`config.mk`:
```
export PLATFORM = sky130hd
export DESIGN_NAME = riscv_du_bpu
export DESIGN_NICKNAME = d
export VERILOG_FILES = /design/src/rtl/riscv_du_bpu.sv
export SDC_FILE = /design/constraint.sdc
export NUM_CORES = 1
export LEC_CHECK = 0
export ABC_AREA = 0
export CELL_PAD_IN_SITES_DETAIL_PLACEMENT = 1
export CELL_PAD_IN_SITES_GLOBAL_PLACEMENT = 1
export CORE_ASPECT_RATIO = 0.9
export CORE_UTILIZATION = 46
export CTS_CLUSTER_SIZE = 24
export DETAILED_ROUTE_END_ITERATION = 10
export PLACE_DENSITY_LB_ADDON = 0.08
export SLEW_MARGIN = 20
export SYNTH_ARGS = -nofsm -noshare
export SYNTH_HDL_FRONTEND = slang
export SYNTH_SLANG_ARGS = --single-unit
export TNS_END_PERCENT = 20
```
`constraint.sdc`:
```
create_clock -name clk -period 18.92 [get_ports clk]
set_input_delay 3.784 -clock clk [delete_from_list [all_inputs] [get_ports clk]]
set_output_delay 3.784 -clock clk [all_outputs]
set_load 0.005 [all_outputs]
```
`src/rtl/riscv_du_bpu.sv`:
```
// riscv_du_bpu: breakpoint/watchpoint unit sitting beside the debug unit.
//
// Up to 8 address comparators, each with a don't-care mask, a fetch/load/store
// condition and a pass counter. Triggers set sticky hit flags and drive a halt
// request through a RUN/HALTING/HALTED/SKIP state machine. The SKIP cycle after
// resume stops a fetch breakpoint from re-hitting the PC it halted on.
//
// Optional build macro: RISCV_DU_BP_CHAIN_EN enables comparator chaining
// (BPCTRL[8]). Without it bit 8 reads 0 and every comparator is independent.
//
// Ports:
//   clk, rst              clock, asynchronous active-high reset
//   reg_req/we/addr/wdata register access request (held until reg_ack)
//   reg_rdata, reg_ack    registered read data and one-cycle acknowledge
//   if_pc, if_valid       fetch-stage PC and qualifier
//   mem_adr/valid/we      data access address, completion strobe, store flag
//   du_stall              CPU held by the debugger
//   bp_halt_req           halt request to the debug controller
//   bp_hit                sticky per-comparator hit flags
module riscv_du_bpu #(
    parameter int unsigned XLEN        = 32,
    parameter int unsigned BREAKPOINTS = 4,
    parameter int unsigned CNT_W       = 16
) (
    input  logic                   clk,
    input  logic                   rst,
    input  logic                   reg_req,
    input  logic                   reg_we,
    input  logic [7:0]             reg_addr,
    input  logic [XLEN-1:0]        reg_wdata,
    output logic [XLEN-1:0]        reg_rdata,
    output logic                   reg_ack,
    input  logic [XLEN-1:0]        if_pc,
    input  logic                   if_valid,
    input  logic [XLEN-1:0]        mem_adr,
    input  logic                   mem_valid,
    input  logic                   mem_we,
    input  logic                   du_stall,
    output logic                   bp_halt_req,
    output logic [BREAKPOINTS-1:0] bp_hit
);

    typedef enum logic [1:0] {StRun, StHalting, StHalted, StSkip} state_e;

    localparam logic [7:0] AddrCtrl = 8'h00;
    localparam logic [7:0] AddrHit  = 8'h01;

    // Register state
    logic                   ctrl_en_q;
    logic [BREAKPOINTS-1:0] hit_q;
    logic [BREAKPOINTS-1:0] bpen_q;
    logic [1:0]             cc_q     [BREAKPOINTS];
    logic [XLEN-1:0]        data_q   [BREAKPOINTS];
    logic [XLEN-1:0]        mask_q   [BREAKPOINTS];
    logic [CNT_W-1:0]       reload_q [BREAKPOINTS];
    logic [CNT_W-1:0]       cnt_q    [BREAKPOINTS];
`ifdef RISCV_DU_BP_CHAIN_EN
    logic [BREAKPOINTS-1:0] chain_q;
    logic [BREAKPOINTS-1:0] armed_q;
`endif
    logic                   ack_q;
    logic [XLEN-1:0]        rdata_q;
    state_e                 state_q;
    logic                   halt_req_q;

    // Access decode and match logic
    logic                   acc;
    logic                   wr;
    logic                   hit_wr;
    logic [BREAKPOINTS-1:0] hit_clr;
    logic [BREAKPOINTS-1:0] bp_sel;
    logic [BREAKPOINTS-1:0] cnt_wr;
    logic [BREAKPOINTS-1:0] kind_ok;
    logic [BREAKPOINTS-1:0] adr_hit;
    logic [BREAKPOINTS-1:0] qual;
    logic [BREAKPOINTS-1:0] trig;
    logic [BREAKPOINTS-1:0] succ_chained;
    logic [BREAKPOINTS-1:0] halt_trig;
    logic [XLEN-1:0]        rdata_d;

    always_comb begin
        // The ack cycle never starts a new access.
        acc          = reg_req & ~ack_q;
        wr           = acc & reg_we;
        hit_wr       = wr & (reg_addr == AddrHit);
        hit_clr      = hit_wr ? reg_wdata[BREAKPOINTS-1:0] : '0;
        bp_sel       = '0;
        cnt_wr       = '0;
        kind_ok      = '0;
        adr_hit      = '0;
        qual         = '0;
        trig         = '0;
        succ_chained = '0;
        for (int unsigned n = 0; n < BREAKPOINTS; n++) begin
            bp_sel[n] = (reg_addr[7:2] == 6'(n + 4));
            cnt_wr[n] = wr & bp_sel[n] & (reg_addr[1:0] == 2'd3);
            case (cc_q[n])
                2'd0: begin
                    kind_ok[n] = if_valid;
                    adr_hit[n] = ((if_pc ^ data_q[n]) & ~mask_q[n]) == '0;
                end
                2'd1: begin
                    kind_ok[n] = mem_valid & ~mem_we;
                    adr_hit[n] = ((mem_adr ^ data_q[n]) & ~mask_q[n]) == '0;
                end
                2'd2: begin
                    kind_ok[n] = mem_valid & mem_we;
                    adr_hit[n] = ((mem_adr ^ data_q[n]) & ~mask_q[n]) == '0;
                end
                default: begin
                    kind_ok[n] = mem_valid;
                    adr_hit[n] = ((mem_adr ^ data_q[n]) & ~mask_q[n]) == '0;
                end
            endcase
            // A BPCNT write in the same cycle discards the match entirely.
            qual[n] = ctrl_en_q & bpen_q[n] & (state_q == StRun) & kind_ok[n] & adr_hit[n]
                      & ~cnt_wr[n];
`ifdef RISCV_DU_BP_CHAIN_EN
            if ((n != 0) && chain_q[n] && !armed_q[n]) begin
                qual[n] = 1'b0;
            end
            if (n != 0) begin
                succ_chained[n-1] = chain_q[n] & bpen_q[n];
            end
`endif
            trig[n] = qual[n] & (cnt_q[n] == '0);
        end
        // A comparator feeding an enabled chained successor only arms it.
        halt_trig = trig & ~succ_chained;
    end

    // Read mux; unmapped addresses and unimplemented comparators read 0.
    always_comb begin
        rdata_d = '0;
        if (reg_addr == AddrCtrl) begin
            rdata_d[0] = ctrl_en_q;
        end else if (reg_addr == AddrHit) begin
            rdata_d[BREAKPOINTS-1:0] = hit_q;
        end
        for (int unsigned n = 0; n < BREAKPOINTS; n++) begin
            if (bp_sel[n]) begin
                case (reg_addr[1:0])
                    2'd0: begin
                        rdata_d[0]   = 1'b1;
                        rdata_d[1]   = bpen_q[n];
                        rdata_d[5:4] = cc_q[n];
`ifdef RISCV_DU_BP_CHAIN_EN
                        rdata_d[8]   = chain_q[n];
`endif
                    end
                    2'd1:    rdata_d = data_q[n];
                    2'd2:    rdata_d = mask_q[n];
                    default: rdata_d[CNT_W-1:0] = cnt_q[n];
                endcase
            end
        end
    end

    always_ff @(posedge clk or posedge rst) begin
        if (rst) begin
            ctrl_en_q <= 1'b0;
            hit_q     <= '0;
            bpen_q    <= '0;
            ack_q     <= 1'b0;
            rdata_q   <= '0;
            for (int unsigned n = 0; n < BREAKPOINTS; n++) begin
                cc_q[n]     <= '0;
                data_q[n]   <= '0;
                mask_q[n]   <= '0;
                reload_q[n] <= '0;
                cnt_q[n]    <= '0;
            end
`ifdef RISCV_DU_BP_CHAIN_EN
            chain_q <= '0;
            armed_q <= '0;
`endif
        end else begin
            ack_q <= acc;
            if (acc) begin
                rdata_q <= rdata_d;
            end
            if (wr && (reg_addr == AddrCtrl)) begin
                ctrl_en_q <= reg_wdata[0];
            end
            // Hardware set wins over a simultaneous write-1-to-clear.
            hit_q <= (hit_q & ~hit_clr) | trig;
            for (int unsigned n = 0; n < BREAKPOINTS; n++) begin
                if (wr && bp_sel[n]) begin
                    case (reg_addr[1:0])
                        2'd0: begin
                            bpen_q[n] <= reg_wdata[1];
                            cc_q[n]   <= reg_wdata[5:4];
`ifdef RISCV_DU_BP_CHAIN_EN
                            chain_q[n] <= reg_wdata[8];
`endif
                        end
                        2'd1:    data_q[n] <= reg_wdata;
                        2'd2:    mask_q[n] <= reg_wdata;
                        default: ;
                    endcase
                end
                if (cnt_wr[n]) begin
                    reload_q[n] <= reg_wdata[CNT_W-1:0];
                    cnt_q[n]    <= reg_wdata[CNT_W-1:0];
                end else if (qual[n]) begin
                    cnt_q[n] <= trig[n] ? reload_q[n] : cnt_q[n] - 1'b1;
                end
            end
`ifdef RISCV_DU_BP_CHAIN_EN
            armed_q[0] <= 1'b0;
            for (int unsigned n = 1; n < BREAKPOINTS; n++) begin
                armed_q[n] <= (armed_q[n] & ~(trig[n] | hit_wr)) | trig[n-1];
            end
`endif
        end
    end

    // Halt-request state machine; bp_halt_req rises the cycle after HALTING is entered.
    always_ff @(posedge clk or posedge rst) begin
        if (rst) begin
            state_q    <= StRun;
            halt_req_q <= 1'b0;
        end else begin
            case (state_q)
                StRun: begin
                    halt_req_q <= 1'b0;
                    if (|halt_trig) begin
                        state_q <= StHalting;
                    end
                end
                StHalting: begin
                    if (!ctrl_en_q) begin
                        state_q    <= StRun;
                        halt_req_q <= 1'b0;
                    end else if (du_stall) begin
                        state_q    <= StHalted;
                        halt_req_q <= 1'b0;
                    end else begin
                        halt_req_q <= 1'b1;
                    end
                end
                StHalted: begin
                    halt_req_q <= 1'b0;
                    if (!du_stall) begin
                        state_q <= StSkip;
                    end
                end
                default: begin
                    halt_req_q <= 1'b0;
                    state_q    <= StRun;
                end
            endcase
        end
    end

    assign reg_ack     = ack_q;
    assign reg_rdata   = rdata_q;
    assign bp_halt_req = halt_req_q;
    assign bp_hit      = hit_q;

endmodule
```
==> results of run 1 <==
-- final timing paths --
path	start	endpoint	slack, ns
worst max-delay path	reg_addr[3]	cnt_q[62]	11.62
worst min-delay path	reload_q[58]	reload_q[58]	0.47
worst max register to register	reg_ack	state_q[0]	14.89
worst min register to register	reload_q[58]	reload_q[58]	0.47
max in group asynchronous	rst	reload_q[58]	13.53
min in group asynchronous	rst	cnt_q[46]	3.60
-- kinds of logic after synthesis --
kind of cell               after synthesis
AOI/OAI and AO/OA                      631
and+or+nand+nor                        603
DFF                                    437
xor gates and xnor gates               277
muxes                                  274
buffers and inverters                  245
adders and majority gates                9
-- state kept, by name (all words and copies together), names as in the netlist --
signal	count
bp_hit	4
bp_halt_req	1
mask_q	128
state_q	2
reload_q	64
reg_ack	1
data_q	128
cc_q	8
cnt_q	64
reg_rdata	32
ctrl_en_q	1
bpen_q	4
-- metrics by stage --
stage / setup WS, ns / area [µm²] / std cells / power [W]
6_report: 11.62 / 27900 / 3225 / 0.00224
5_1_grt: 11.47 / 27900 / 3224 / 0.00229
4_1_cts: 11.73 / 27800 / 3223 / 0.00224
3_5_place_dp: 11.13 / 26200 / 3134 / 0.00125
3_3_place_gp: 11.21 / 26200 / 3134 / 0.00124
2_1_floorplan: 2.96 / 24300 / 2476 / 0.00113
-- worst max-delay path: cells and delay by family --
kind / cells / cell delay, ns
AOI/OAI and AO/OA: 2 / 0.39
buffers and inverters: 1 / 0.67
and+or+nand+nor: 5 / 2.92
-- cell usage in the layout (no fill, tap or decap), types with 10 or more instances in the layout --
master,count
a31oi_1,15
clkbuf_1,14
o21ai_0,131
clkbuf_8,17
or4_1,11
o21ai_1,11
o211ai_1,38
xnor2_1,268
a22oi_1,115
mux2_2,260
inv_1,32
clkbuf_16,49
nor4_1,31
nand2_1,316
a22o_1,10
or3_1,13
o31ai_1,11
a21oi_1,52
o22ai_1,171
clkdlybuf4s50_1,148
nor2_1,120
dfrtp_1,437
nor3_1,29
a222oi_1,12
mux2i_1,12
o22a_1,10
nand3_1,32
buf_4,31
-- cell type report --
| class | count | area, µm² |
|---|---|---|
| Antenna cell | 1 | 2.50 |
| Clock buffer | 80 | 1510 |
| Clock inverter | 9 | 123 |
| Fill cell | 5712 | 24100 |
| Inverter | 33 | 131 |
| Multi-Input combinational cell | 1794 | 12500 |
| Sequential cell | 437 | 10900 |
| Tap cell | 688 | 861 |
| Timing Repair Buffer | 183 | 1780 |
-- power breakdown --
part	switching [W]	leakage, nW	internal [W]
clock network	0.000410	0.805	0.000583
registers	0.0000297	6.03	0.000953
logic	0.000171	4.84	0.0000900
-- per-layer routing --
layer | vias to the layer above | track usage [%]
met5 | - | 0
li1 | 8940 | -
met2 | 1127 | 57.6
met3 | 187 | 12.5
met4 | 8 | 11.6
met1 | 11200 | 58.4
==> summary.txt, run 1 <==
Yosys
  – Synth Warn #: 0
  – Area contributors post-synth: dfrtp_1, mux2_2, xnor2_1, nand2_1, o22ai_1
  – Sequential share of the synthesized area: 44.9%
  – Unique cell type count in the Yosys netlist: 74
  – EDFF count, synth: 0
  – Compound-gate portion of the synthesized area: 17.0%
  – XOR/XNOR share of the synthesized area: 9.97%
  – Post-synthesis async set-or-reset flop share: 100%
  – Synth Area in Simple Gates: 11.0%
  – Area leader, netlist: dfrtp_1
  – Synthesized Nets: 2597
  – Multiplexer share of the synthesized area: 12.7%
  – Synth top area share: 44.9%
  – Synth top cells by count: dfrtp_1, nand2_1, xnor2_1
  – Syn Std Cell Area: 24300 µm²
  – Main combinational cell family by area after synthesis: compound AO/OA/AOI/OAI gates
  – Cells after synthesis: 2476
  – Avg Inst Size Synth: 9.83 µm²
  – Main synth FF type: dfrtp_1
  – Flops & latches, synth: 437
  – Post-synthesis adder-cell area fraction: 0.463%
  – Most frequent cell after synthesis: dfrtp_1

Worst setup path
  – Crit Path Category: in2reg
  – Worst-path maximum fanout: 21
  – CP max stage delay: 0.81 ns
  – CP endpoint kind: register
  – CP startpoint kind: input pin
  – Slowest stage cell on the critical path: nand3_1
  – Arrival time at the worst endpoint: 7.77 ns
  – Critical Path RT: 19.40 ns
  – Reg2Reg Depth: 9
  – Critical path cell sequence: clkdlybuf4s50_1, or4_1, or3b_1, nor2_2, nand2_1, nand3_1, o21ai_0, a21o_1

CTS
  – Hold-fix buffers at CTS: 0
  – Total clock sinks: 437
  – TritonCTS Buffers: 49
  – Root buf cell: clkbuf_16
  – Post-CTS Setup Bufs: 0
  – Worst-path clk slew: 0.06 ns
  – Post-cts resize count: 0
  – Clock latency at the later pin of the worst-skew pair: 0.61 ns
  – CTS Buffer Depth: 3
  – # H-tree levels: 2
  – CTS tree: built

Final layout
  – Final core occ: 53.6%
  – Area growth syn-to-layout: 14.4%
  – Nets: 2619
  – Layout cells sized above 1: 15.8%

Timing
  – Clk_skew: 0.0276 ns
  – RSZ-0062 raised after global routing: no
  – Final period util: 38.6%
  – Slew HR: 18.5%
  – Worst hold margin: 0.470 ns
  – Max-slew violations: 0
  – Final Hold Vio Count: 0
  – Worst-Margin Slew: 1.22 ns
  – Setup TNS: 0 ns
  – Highest clock rate: 137 MHz
  – Post-route minimum period: 7.30 ns
  – Setup Viol. Count Final: 0

Detailed routing
  – Drt first pass iters: 8
  – WL/cell: 33.7 µm
  – Final Routed Wirelength: 109 mm
  – Starting DRC count in detailed routing: 2425
  – Remaining DRCs: 0
  – Vias after detailed routing: 21500
  – Met2 wire len: 45.2 mm
  – Vias per inst: 6.67
  – Max layer used: met5
  – Met1 wire length: 47.8 mm
  – Met3 WL post-DR: 12.5 mm
  – ANT nets after route: 0

Status
  – Status: finished, final reports clean

Floorplan
  – # IOs: 150
  – Core Region: 52000 µm²
  – Die Span Y: 220 µm
  – Starting Density: 46.8%
  – Core Rows: 79
  – Die Width: 244 µm
  – Die area: 53800 µm²

Place
  – GP Congestion: 1.10
  – Post-DP HPWL: 78.2 mm
  – I/O Buffers: 149

Run
  – Number of max-cap violations: 0

Global routing
  – Global-route wire length before repair: 155 mm
  – GR Overflow Total: 0
  – GRT Util Overall: 40.3%
  – Largest net degree at the start of global routing: 155
  – Initial antenna violation count: 7
  – Vias in the first global route: 21300

Pwr
  – Max rail drop VDD: 70.6 µV
  – Pleak: 11.7 nW
  – PD cells: 80.3 nW/µm²

Hold path
  – HP Class: reg2reg
  – Hold path cells: 2
Note: power is estimated with default switching activity, not from simulation.
==> run 2, diff against run 1 <==
Settings changed: CORE_UTILIZATION 46 to 43.
Clock period 18.92 ns to 5.95 ns, I/O delays scaled along.
==> run 2 against run 1 <==
  * Die area increased by 6.9%
  * Sequential share of layout area decreased by 0.27 points
  * Combinational power grew to 3.2 times the previous value
  * First-iteration DRC count increased by 15%
  * Wire length rose by 0.73%
  * Critical path depth rose by 2
  * Final area is 0.69% higher
  * Global-route usage down 2.3 points
  * Register-to-register slack lost 13 ns
  * Via count hardly changed
  * Clock power rose to 3.2 times the previous value
  * Core utilization decreased by 3.3 points
==> summary.txt, run 2 (synthesized netlist as in run 1, its figures left out) <==
Detailed routing
  – Vias per inst: 6.52 (-2.2%)
  – Remaining DRCs: 0 (unchanged)
  – Starting DRC count in detailed routing: 2787 (+15%)
  – Drt first pass iters: 5 (-3)
  – ANT nets after route: 0 (unchanged)
  – Final Routed Wirelength: 110 mm (+0.73%)
  – WL/cell: 33.2 µm (-1.6%)
  – Vias after detailed routing: 21500 (+0.047%)

Final layout
  – Area growth syn-to-layout: 15.2%
  – Regs by FF count: data_q (128), mask_q (128)
  – Number of fill cells: 6223 (+8.9%)
  – Nets: 2629 (+0.38%)
  – Final cell count without fillers: 3300 (+2.3%)
  – Layout cells sized above 1: 16.4% (+0.55 points)
  – Commonest cells after routing, fill and taps aside: dfrtp_1, nand2_1, xnor2_1
  – Most common cell after layout, fill and taps aside: dfrtp_1
  – Final instance area: 28000 µm² (+0.69%)
  – Final core occ: 50.2% (-3.3 points)

Status
  – Status: finished, final reports clean

Floorplan
  – Die Span Y: 228 µm (+3.4%)
  – # IOs: 150 (unchanged)
  – Core Region: 55800 µm² (+7.3%)
  – Die area: 57600 µm² (+6.9%)
  – Core Rows: 82 (+3.8%)
  – Die Width: 253 µm (+3.4%)
  – Starting Density: 43.6% (-3.2 points)

Timing
  – RSZ-0062 raised after global routing: no
  – Post-route minimum period: 4.35 ns
  – Final period util: 73.1%
  – Highest clock rate: 230 MHz
  – Setup TNS: 0 ns (unchanged)
  – Max-slew violations: 0 (unchanged)
  – Slew HR: 16.6% (-1.8 points)
  – Worst-Margin Slew: 1.25 ns (+0.0273 ns)
  – Setup Viol. Count Final: 0 (unchanged)
  – Setup ws final: 1.60 ns (-10.02 ns)
  – Clk_skew: 0.0311 ns (+0.00347 ns)
  – Final Hold Vio Count: 0 (unchanged)

Worst setup path
  – Critical Path RT: 6.41 ns (-12.99 ns)
  – Arrival time at the worst endpoint: 4.80 ns (-2.97 ns)
  – CP max stage delay: 0.67 ns (-0.14 ns)
  – Slowest stage cell on the critical path: clkdlybuf4s50_1
  – Crit Path Category: in2reg
  – Critical path buffer and inverter count: 3 (+2)
  – Cell family with most CP delay: compound AO/OA/AOI/OAI gates
  – Worst-path maximum fanout: 61 (+190%)
  – CP startpoint kind: input pin
  – CP endpoint kind: register
  – Critical path cell sequence: clkdlybuf4s50_1, inv_1, ha_4, buf_4, a22oi_1, nor3_1, a211oi_1, o21ai_0, a21oi_1, o21ai_0
  – Most Frequent Cell on Critical Path: o21ai_0

Pwr
  – Pleak: 11.8 nW (+0.65%)
  – Max rail drop VDD: 225 µV (+220%)
  – PD cells: 254 nW/µm² (+220%)

Place
  – Post-DP HPWL: 80.2 mm (+2.6%)
  – Placed inst area: 26400 µm² (+0.74%)
  – Dpl ws: 1.05 ns (-10.08 ns)
  – I/O Buffers: 149 (unchanged)
  – GP Congestion: 1.04 (-5.4%)
  – Cells after DPL: 3212 (+2.5%)

Global routing
  – GRT Util Overall: 38.1% (-2.3 points)
  – GR Overflow Total: 0 (unchanged)
  – Initial antenna violation count: 8 (+1)
  – Largest net degree at the start of global routing: 160 (+3.2%)
  – Global-route wire length before repair: 157 mm (+1.3%)
  – Vias in the first global route: 21100 (-1.1%)

CTS
  – Total clock sinks: 437 (unchanged)
  – Clock latency at the later pin of the worst-skew pair: 0.61 ns (about the same)
  – TritonCTS Buffers: 49 (unchanged)
  – Post-CTS Setup Bufs: 0 (unchanged)
  – Hold-fix buffers at CTS: 0 (unchanged)
  – CTS tree: built
  – # H-tree levels: 2 (unchanged)
  – Root buf cell: clkbuf_16
  – Worst-path clk slew: 0.06 ns (about the same)
  – CTS Buffer Depth: 3 (unchanged)
  – Post-cts resize count: 0 (unchanged)

Hold path
  – HP Class: reg2reg

Run
  – Number of max-cap violations: 0 (unchanged)
-- run 2: cell count changes in the layout (fill, tap and decap cells not counted), sizes merged --
cell,previous run,this run
clkinv,5,9
clkbuf,80,70
bufinv,3,4
inv,33,35
clkdlybuf4s50,148,149
buf,35,44
-- run 2: tightest hold or removal path: cells and delay by family, from the launching register on --
family        cells  cell delay (ns)
flops             1             0.33
simple gates      2             0.10
-- run 2: power by group --
part	switching (W)	internal (W)
combinational	0.000533	0.000293
clock	0.00132	0.00186
sequential	0.0000959	0.00303
-- run 2: through the flow --
| step | total power [W] | hold WS, ns |
|---|---|---|
| 2_1_floorplan | 0.00361 | 0.440 |
| 3_3_place_gp | 0.00396 | 0.453 |
| 3_5_place_dp | 0.00398 | 0.459 |
| 4_1_cts | 0.00715 | 0.474 |
| 5_1_grt | 0.00732 | 0.492 |
| 6_report | 0.00713 | 0.469 |
-- run 2: worst paths after layout --
check                        startpoint            to  slack (ns)  cells after the start
hold reg to reg            reload_q[11]  reload_q[11]        0.47                      2
max in group asynchronous           rst    data_q[50]        3.86                      3
min in group asynchronous           rst  reload_q[55]        1.16                      3
hold / removal             reload_q[11]  reload_q[11]        0.47                      2
setup / recovery            reg_addr[0]  reg_rdata[3]        1.60                     10
setup reg to reg             data_q[71]     cnt_q[44]        2.35                      9
-- run 2: layout make-up --
class                           count  area (µm²)  area share (%)
Multi-Input combinational cell   1794       12500            44.7
Tap cell                          756         946            3.37
Timing Repair Buffer              193        1860            6.64
Antenna cell                        1        2.50         0.00892
Clock inverter                     16         203           0.723
Inverter                           33         128           0.455
Clock buffer                       70        1450            5.15
Sequential cell                   437       10900            39.0
-- run 2: metal layers --
layer / share of wire (%) / track usage, %
met2: 42 / 54.2
met1: 45 / 58.5
met4: 2.7 / 9.89
met3: 10 / 7.25
met5: 0.042 / 0
==> run 3, diff against run 2 <==
Clock period 5.95 ns to 3.9 ns, I/O delays scaled along.
==> run 3 against run 2 <==
  * First-iteration DRC count fell by 1.8%
  * Worst setup slack got worse by 1.2 ns
  * Register-to-register slack got worse by 1.8 ns
  * Final area rose by 3.9%
  * Cell count rose by 3.4%
  * Via count rose by 2.1%
  * Hold slack improved by 0.0015 ns
  * Core utilization rose by 2.0 points
  * Flip-flop and latch count did not move
  * Largest power group unchanged
  * Highest routed layer unchanged
==> summary.txt, run 3 (synthesized netlist as in run 1, its figures left out) <==
Detailed routing
  – ANT nets after route: 0 (unchanged)
  – Drt first pass iters: 5 (unchanged)
  – WL/cell: 33.0 µm (-0.46%)
  – Vias after detailed routing: 22000 (+2.1%)
  – Vias per inst: 6.44 (-1.2%)
  – Remaining DRCs: 0 (unchanged)
  – Starting DRC count in detailed routing: 2737 (-1.8%)
  – Final Routed Wirelength: 113 mm (+2.9%)

Global routing
  – Global-route wire length before repair: 162 mm (+2.7%)
  – GRT Util Overall: 39.1% (+1.1 points)
  – Vias in the first global route: 22200 (+5.1%)
  – Largest net degree at the start of global routing: 108 (-33%)
  – GR Overflow Total: 0 (unchanged)
  – Initial antenna violation count: 8 (unchanged)

Place
  – I/O Buffers: 149 (unchanged)
  – Cells after DPL: 3316 (+3.2%)
  – Post-DP HPWL: 83.7 mm (+4.3%)
  – GP Congestion: 1.06 (+2.0%)

Final layout
  – Final cell count without fillers: 3411 (+3.4%)
  – Register area: 10900 µm² (unchanged)
  – Layout cells sized above 1: 19.7% (+3.3 points)
  – Regs by FF count: data_q (128), mask_q (128)
  – Commonest cells after routing, fill and taps aside: dfrtp_1, nand2_1, xnor2_1
  – Most common cell after layout, fill and taps aside: dfrtp_1
  – Number of fill cells: 6111 (-1.8%)
  – Area growth syn-to-layout: 19.7%
  – Area of the multi-input gates: 12500 µm² (about the same)
  – Nets: 2732 (+3.9%)

Timing
  – Max-slew violations: 0 (unchanged)
  – Highest clock rate: 285 MHz
  – Slew HR: 16.7% (+0.049 points)
  – Post-route minimum period: 3.50 ns
  – Setup Viol. Count Final: 0 (unchanged)
  – Clk_skew: 0.0124 ns (-0.0187 ns)
  – Final Hold Vio Count: 0 (unchanged)
  – RSZ-0062 raised after global routing: no
  – Final period util: 89.8%
  – Worst-Margin Slew: 1.25 ns (-0.000734 ns)

CTS
  – Clock latency at the later pin of the worst-skew pair: 0.61 ns (about the same)
  – Total clock sinks: 437 (unchanged)
  – Worst-path clk slew: 0.06 ns (about the same)
  – # H-tree levels: 2 (unchanged)
  – CTS Buffer Depth: 3 (unchanged)
  – Hold-fix buffers at CTS: 0 (unchanged)
  – CTS tree: built
  – Post-CTS Setup Bufs: 0 (unchanged)
  – Root buf cell: clkbuf_16
  – TritonCTS Buffers: 49 (unchanged)
  – Post-cts resize count: 0 (unchanged)

Worst setup path
  – Worst setup path startpoint: if_pc[31]
  – Critical Path RT: 4.38 ns (-2.03 ns)
  – Crit Path Category: in2reg
  – Critical Path End: cnt_q[23]
  – Reg2Reg Depth: 10 (+1)
  – FF-to-FF End: cnt_q[23]
  – Worst-path maximum fanout: 9 (-85%)
  – CP startpoint kind: input pin
  – CP endpoint kind: register
  – Register-to-register setup slack: 0.55 ns (-1.80 ns)
  – R2r startpoint: cnt_q[16]
  – Arrival time at the worst endpoint: 3.99 ns (-0.81 ns)

Floorplan
  – Die area: 57600 µm² (unchanged)
  – Die Width: 253 µm (unchanged)
  – Die Span Y: 228 µm (unchanged)
  – Starting Density: 43.6% (unchanged)
  – Core Rows: 82 (unchanged)
  – Core Region: 55800 µm² (unchanged)
  – # IOs: 150 (unchanged)

Pwr
  – Final Power: 0.0113 W (+59%)
  – Max rail drop VDD: 293 µV (+30%)
  – PD cells: 388 nW/µm² (+53%)
  – Pleak: 12.3 nW (+5.1%)

Run
  – Number of max-cap violations: 0 (unchanged)

Hold path
  – HP Class: reg2reg
  – Hold path cells: 2 (unchanged)

Status
  – Status: finished, final reports clean
## run 3: changes by cell type in the layout (fill, tap and decap cells not counted), moves of 2 or more
cell,delta
buf_4,+88
buf_12,+16
clkbuf_8,-8
bufinv_16,+5
clkinvlp_4,+4
diode_2,+3
clkbuf_1,+2
clkbuf_16,+2
## run 3: power by group
group / internal, W / switching, W
Clock: 0.00311 / 0.00208
Combinational: 0.000501 / 0.000841
Sequential: 0.00462 / 0.000146
Total: 0.00824 / 0.00307
## run 3: final cells by class
cell class,count,share of cell area (%)
Antenna cell,4,0.0344
Clock buffer,66,4.78
Clock inverter,25,1.30
Inverter,33,0.438
Multi-Input combinational cell,1794,42.9
Sequential cell,437,37.5
Tap cell,756,3.25
Timing Repair Buffer,296,9.72
## run 3: worst min-delay path by stage
stage / end / slack [ns] / from
floorplan: reload_q[15] / 0.44 / reload_q[15]
global placement: reload_q[62] / 0.45 / reload_q[62]
detailed placement: reload_q[10] / 0.46 / reload_q[10]
CTS: reload_q[4] / 0.47 / reload_q[4]
global route: reload_q[6] / 0.49 / reload_q[6]
finish: reload_q[10] / 0.47 / reload_q[10]
## run 3: per-layer routing
metal	up-vias	GRT usage, %	part of all wire (%)
li1	9189	-	-
met1	11500	59.9	45
met2	1120	56.6	43
met3	151	7.07	9.5
met4	4	9.49	2.2
met5	-	0	0.024
## run 3: critical path, stage by stage
cell	delay, ns
clkdlybuf4s50_1	0.49
buf_4	0.20
xnor2_1	0.12
o21ai_0	0.69
nor3_1	0.16
buf_4	0.18
nand4_1	0.06
nor3_1	0.05
buf_4	0.15
o21ai_2	0.43
buf_4	0.24
buf_4	0.13
a21oi_1	0.04
o31a_1	0.26
## run 3: stage by stage
step | worst slack, ns | hold WS [ns] | setup TNS, ns | utilization, % | instance area, µm²
after CTS | 0.531 | 0.474 | 0 | 52.2 | 29100
final | 0.397 | 0.471 | 0 | 52.2 | 29100
after global placement | -0.111 | 0.452 | -0.112 | 49.0 | 27400
after detailed placement | -0.100 | 0.458 | -0.223 | 49.0 | 27400
after floorplan | -2.78 | 0.440 | -1216.30 | - | 24300
after global routing | 0.364 | 0.490 | 0 | 52.2 | 29100
